[config.mk]
export PLATFORM = sky130hd
export DESIGN_NAME = bit_serializer
export DESIGN_NICKNAME = d
export VERILOG_FILES = /design/src/rtl/bit_ser_pkg.sv /design/src/rtl/bit_serializer.sv
export SDC_FILE = /design/constraint.sdc
export NUM_CORES = 1
export LEC_CHECK = 0
export CAP_MARGIN = 20
export CELL_PAD_IN_SITES_DETAIL_PLACEMENT = 1
export CELL_PAD_IN_SITES_GLOBAL_PLACEMENT = 2
export CORE_UTILIZATION = 27
export CTS_BUF_LIST = sky130_fd_sc_hd__clkbuf_8
export DETAILED_ROUTE_END_ITERATION = 16
export GPL_TIMING_DRIVEN = 1
export PLACE_DENSITY_LB_ADDON = 0.1
export SLEW_MARGIN = 20
export SYNTH_ARGS = -nofsm -noshare
export SYNTH_HDL_FRONTEND = slang
export SYNTH_SLANG_ARGS = --single-unit
[constraint.sdc]
create_clock -name clk -period 1.55 [get_ports clk]
set_input_delay 0.31 -clock clk [delete_from_list [all_inputs] [get_ports clk]]
set_output_delay 0.31 -clock clk [all_outputs]
set_load 0.005 [all_outputs]
[src/rtl/bit_ser_pkg.sv]
// Shared types and helpers for the bit serializer.
// Holds the FSM state encoding and the bit-counter width function.
package bit_ser_pkg;

    typedef enum logic {
        IDLE  = 1'b0,
        SHIFT = 1'b1
    } bit_ser_state_t;

    // Never narrower than one bit, even for WIDTH=2.
    function automatic int cnt_width(input int w);
        return (w <= 2) ? 1 : $clog2(w);
    endfunction

endpackage

[src/rtl/bit_serializer.sv]
// Parallel-to-serial transmitter with valid/ready input and frame strobe.
// Reloads on the last bit so back-to-back words stream without a gap.
module bit_serializer
    import bit_ser_pkg::*;
#(
    parameter int WIDTH     = 4,
    parameter bit MSB_FIRST = 1'b1
) (
    input  logic             clk,
    input  logic             clr,
    input  logic [WIDTH-1:0] din,
    input  logic             din_valid,
    output logic             din_ready,
    output logic             ser_out,
    output logic             ser_frame,
    output logic             busy
);

    localparam int CW = cnt_width(WIDTH);
    localparam logic [CW-1:0] LAST = CW'(WIDTH - 1);

    bit_ser_state_t   state_q, state_d;
    logic [WIDTH-1:0] sreg_q, sreg_d;
    logic [CW-1:0]    cnt_q, cnt_d;
    logic             last_bit;
    logic             accept;

    assign last_bit  = (state_q == SHIFT) && (cnt_q == LAST);
    assign din_ready = clr && ((state_q == IDLE) || last_bit);
    assign accept    = din_valid && din_ready;

    always_comb begin
        state_d = state_q;
        sreg_d  = sreg_q;
        cnt_d   = cnt_q;
        if (state_q == SHIFT) begin
            sreg_d = MSB_FIRST ? (sreg_q << 1) : (sreg_q >> 1);
            cnt_d  = cnt_q + CW'(1);
            if (last_bit) begin
                state_d = IDLE;
                cnt_d   = '0;
            end
        end
        // A load on the last bit overrides the return to IDLE.
        if (accept) begin
            sreg_d  = din;
            cnt_d   = '0;
            state_d = SHIFT;
        end
    end

    always_ff @(posedge clk) begin
        if (!clr) begin
            state_q <= IDLE;
            sreg_q  <= '0;
            cnt_q   <= '0;
        end else begin
            state_q <= state_d;
            sreg_q  <= sreg_d;
            cnt_q   <= cnt_d;
        end
    end

    assign busy      = (state_q == SHIFT);
    assign ser_frame = busy;
    assign ser_out   = busy &&
                       (MSB_FIRST ? sreg_q[WIDTH-1] : sreg_q[0]);

endmodule
# Word level (Yosys, flattened, before mapping)
# Index checks and enable logic that the tools add are counted.
dict set report totals {
  reg_bits 7
  latchBits 0
  ramBits 0
  mem_bits_ro 0
  in_bits 7
  output_inout_bits 4
  elab_cells 20
  mem_count 0
}
dict set report classes {
  add_sub_neg 1
  mul 0
  div_mod_pow 0
  n_lt_le_gt_ge 0
  eq_ne 1
  n_shift 0
  n_mux 6
  bitwise_logic 2
  n_reduce_logical 7
}
# operator count
set ops {}
lappend ops {{$mux 4} 2}
lappend ops {{$logic_and 1x1->1} 4}
lappend ops {{$mux 1} 3}
lappend ops {{$add 2x1->2 const B} 1}
lappend ops {{$eq 2x2->1 const B} 1}
lappend ops {{$mux 2} 1}
lappend ops {{$not 1->1} 2}
lappend ops {{$reduce_bool 2->1} 1}
lappend ops {{$reduce_or 2->1} 1}
lappend ops {{$logic_or 1x1->1} 1}

# Longest topological paths before layout
dict set report logic_depth {
  depth_word 6
  depth_mapped 4
  depth_no_buf 4
}

# Least setup slack after synthesis
# Ideal clock, no wire load.
dict set report synth_path {
  kind {register to output}
  from {reg cnt_q[0]}
  to {out din_ready}
  t_arrival_ns 0.900
  t_required_ns 1.240
  setup_slack_ns 0.340
  path_stages_with_launch 4
  n_path_buf 0
  path_cell_list {dfxtp_1 ha_1 nor2b_4 and2b_2}
}
dict set report synth_between {
  elab_chain_cells 4
}
# element line_no
set synth_lines {}
lappend synth_lines {{start: declaration} bit_serializer.sv:24} ;# logic [CW-1:0] cnt_q, cnt_d;
lappend synth_lines {{start signal: assignment} bit_serializer.sv:60} ;# cnt_q <= cnt_d;
lappend synth_lines {{$eq 2x2->1} bit_serializer.sv:28} ;# assign last_bit = (state_q == SHIFT) && (cnt_q == LAST);
lappend synth_lines {{$logic_and 1x1->1} bit_serializer.sv:28}
lappend synth_lines {{$logic_or 1x1->1} bit_serializer.sv:29} ;# assign din_ready = clr && ((state_q == IDLE) || last_bit);
lappend synth_lines {{$logic_and 1x1->1} bit_serializer.sv:29}
lappend synth_lines {{end: declaration} bit_serializer.sv:13} ;# output logic din_ready,
# No other way between the ends.

# Worst setup path in the final report
dict set report layout_path {
  from {reg state_q (netlist: busy)}
  to {out busy}
}
# element line_no
set layout_lines {}
lappend layout_lines {{start: declaration} bit_serializer.sv:22} ;# bit_ser_state_t state_q, state_d;
lappend layout_lines {{start signal: assignment} bit_serializer.sv:58} ;# state_q <= state_d;
lappend layout_lines {{end: declaration} bit_serializer.sv:16} ;# output logic busy
# No word-level cell between the ends.

==> impl_results.md <==
- CTS tree: yes
- First-pass GRT wire length: ~1.4 mm
- Register bit total from synthesis: 7
- Post-synth top cells: 7 x dfxtp_1, 4 x a21oi_1, 4 x mux2i_1, 4 x nand2b_1, 3 x o21ai_0
- N_diodes: 0
- Clk buf depth: 2
- Data required, critical path: 1.24 ns
- HPWL Detailed: approximately 660 µm
- Largest net degree at the start of global routing: 8
- Worst path slowest cell: clkdlybuf4s50_1
- VDD IR max: 520 µV
- Worst setup EP type: primary output
- Die Span Y: 38.5 µm
- GRT overflow: 0
- Full die area: about 1500 µm²
- Min-Delay Path Class: reg2reg
- CTS sink cnt: 7
- Final instance area: 572 µm²
- Ratio of cells with drive above 1 in the final layout: 0.357
- Synth Flop Type: dfxtp_1
- Total power: around 550 µW
- Async set-or-reset flop fraction in the synthesized netlist: 0
- Setup CP Type: reg2out
- Unique cell type count in the Yosys netlist: 20
- Core ar.: roughly 1200 µm²
- Post-route clock period utilization: 0.944
- Leak: between 0.0002 and 0.00025 µW
- Post-synth EDFFs: 0
- Mapped Avg Cell Area: 9.74 µm²
- Internal power: 427 µW
- All-Layer GR Usage: 0.143
- Clk slew on worst S/H paths: 0.05 ns
- Min Tclk post-route: 1.46 ns
- Cell Area, Placed: 504 µm²
- Final Hold Violating Endpoints: 0
- CP cell instances: buf_6, clkdlybuf4s50_1
- Count leader, synth: dfxtp_1
- Worst Skew: 0.00608 ns
- DIE WIDTH: around 39 µm
- Family with the most delay on the worst path: buffers and inverters
- Clock power share: 0.465
- Total number of yosys warnings: 0
- Clk Latency, worst-skew pair: 0.23 ns
- Setup repair after global routing missed its margin: no
- Tightest Pin Transition: 0.172 ns
- Filler Cell Count: 136
- Max-slew headroom: 0.882
- Post-DR wirelength/cell: 12.3 µm
- DRT iter0 DRCs: 3
- Max-slew violations: 0
- Crit-path max cell delay: a little under 0.5 ns
- Post-route setup TNS: 0 ns
- Post-synth top area cell: dfxtp_1
- Share of the synthesized area in the top cell type: 0.389
- Status: complete, no violations
- CTS Root Cell: clkbuf_8
- Final setup vio count: 0
- Syn Nets: 45
- Switch Pwr: 124 µW
- Crit path buffers/inverters: 2
- Drt drc: 0
- Dpl ws: -0.170 ns
- Ports: 11
- Mapped cell area: 360 µm²
- CP Launch Type: flip-flop
- GP Congestion: 0.721
- Via density: 4.71
- Arrival time at the worst endpoint: 1.15 ns
- Sequential element share of the synthesized area: 0.389
- Initial Util: 0.308
- Comb power frac: 0.169
- Initial antenna violation count: 0
- Nets: 65
- Port buffer count: 10
- Detail Route Antenna Nets: 0
- Seq pwr share: 0.366
- Synth-to-Final Area Change: 58.7%
- CP max FO: 5
- Via count: 330
- CTS Hold Buffers Added: 0
- Final WL: around 860 µm
- Setup WS post-layout: 0.0875 ns
- Gate Count Post-Synth: 37
- Std-Cell Rows: 12
- Sw frac: 0.225
- Max cap viols: 0
- P per Cell Area: 963 nW/µm²
- # H-tree levels: 1
- Dominant cells by area after synthesis: dfxtp_1 39%, mux2i_1 11%, nand2b_1 6.9%
- Vias in the first global route: 344
- TritonRoute pass-1 iters: 2
- FMAX: 684 MHz
- Num CTS Buffers: 3
[cells by family after synthesis]
logic type | share of synthesized area
flip-flops | 0.389
buffers and inverters | 0.0521
multiplexers | 0.142
AO/OA/AOI/OAI | 0.132
AND/OR/NAND/NOR | 0.250
adder cells (fa/ha/maj) | 0.0347
[power by group through the flow]
stage	Sequential, µW	Combinational, µW	Clock (µW)
2_1_floorplan	202	44.9	0
3_3_place_gp	202	88.3	0
3_5_place_dp	203	91.6	0
4_1_cts	201	96.2	260
5_1_grt	203	104	273
6_report	201	93.1	256
[area by class of cell]
type,instances,area [µm²],share of cell area
timing repair buffer,17,150,0.263
clock buffer,3,41.3,0.0722
tap,14,17.5,0.0306
multi-input combinational,28,214,0.374
sequential,7,144,0.252
clock inverter,1,5.00,0.00875
[worst min-delay path, cell delays in order (launching register included)]
cell and delay, ns:
dfxtp_1 0.30, mux2i_1 0.11, a21oi_1 0.08
[flip-flops by register name, indices dropped and copies added (netlist names)]
signal / flops
cnt_q: 2
busy: 1
sreg_q: 4
[what timing repair did]
item	CTS	global route
buffers inserted	1	0
endpoints found under the setup margin	2	1
gates cloned	0	0
pin swaps	1	0
resized for setup	9	1
[path summary, 6_finish.rpt]
check	from	to	slack (ns)	cells past startpoint
max	busy	busy	0.09	2
max reg2reg	cnt_q[1]	cnt_q[1]	0.40	5
min	sreg_q[3]	sreg_q[3]	0.54	2
min reg2reg	sreg_q[3]	sreg_q[3]	0.54	2
[routing by layer]
metal	GRT usage	vias to the layer above	share of wire
li1	-	165	-
met2	0.263	7	0.52
met1	0.155	158	0.43
met5	0	-	0
met3	0.0349	0	0.047
met4	0.0517	0	0
[through the flow]
step | hold WS (ns) | utilization | instances
global route | 0.575 | 0.488 | 70
detailed placement | 0.533 | 0.431 | 65
finish | 0.541 | 0.488 | 70
CTS | 0.543 | 0.493 | 70
floorplan | 0.428 | - | 37
global placement | 0.534 | 0.431 | 65
[placed cells by master, fill, tap and decap left out, types with 3 or more instances in the layout]
| cell | count |
|---|---|
| clkdlybuf4s50_1 | 8 |
| buf_4 | 6 |
| a21oi_1 | 4 |
| nand2b_1 | 4 |
| mux2i_1 | 4 |
| dfxtp_1 | 4 |
| o21ai_0 | 3 |
| dfxtp_2 | 3 |
| clkbuf_8 | 3 |
Note: power is estimated with default switching activity, not from simulation.
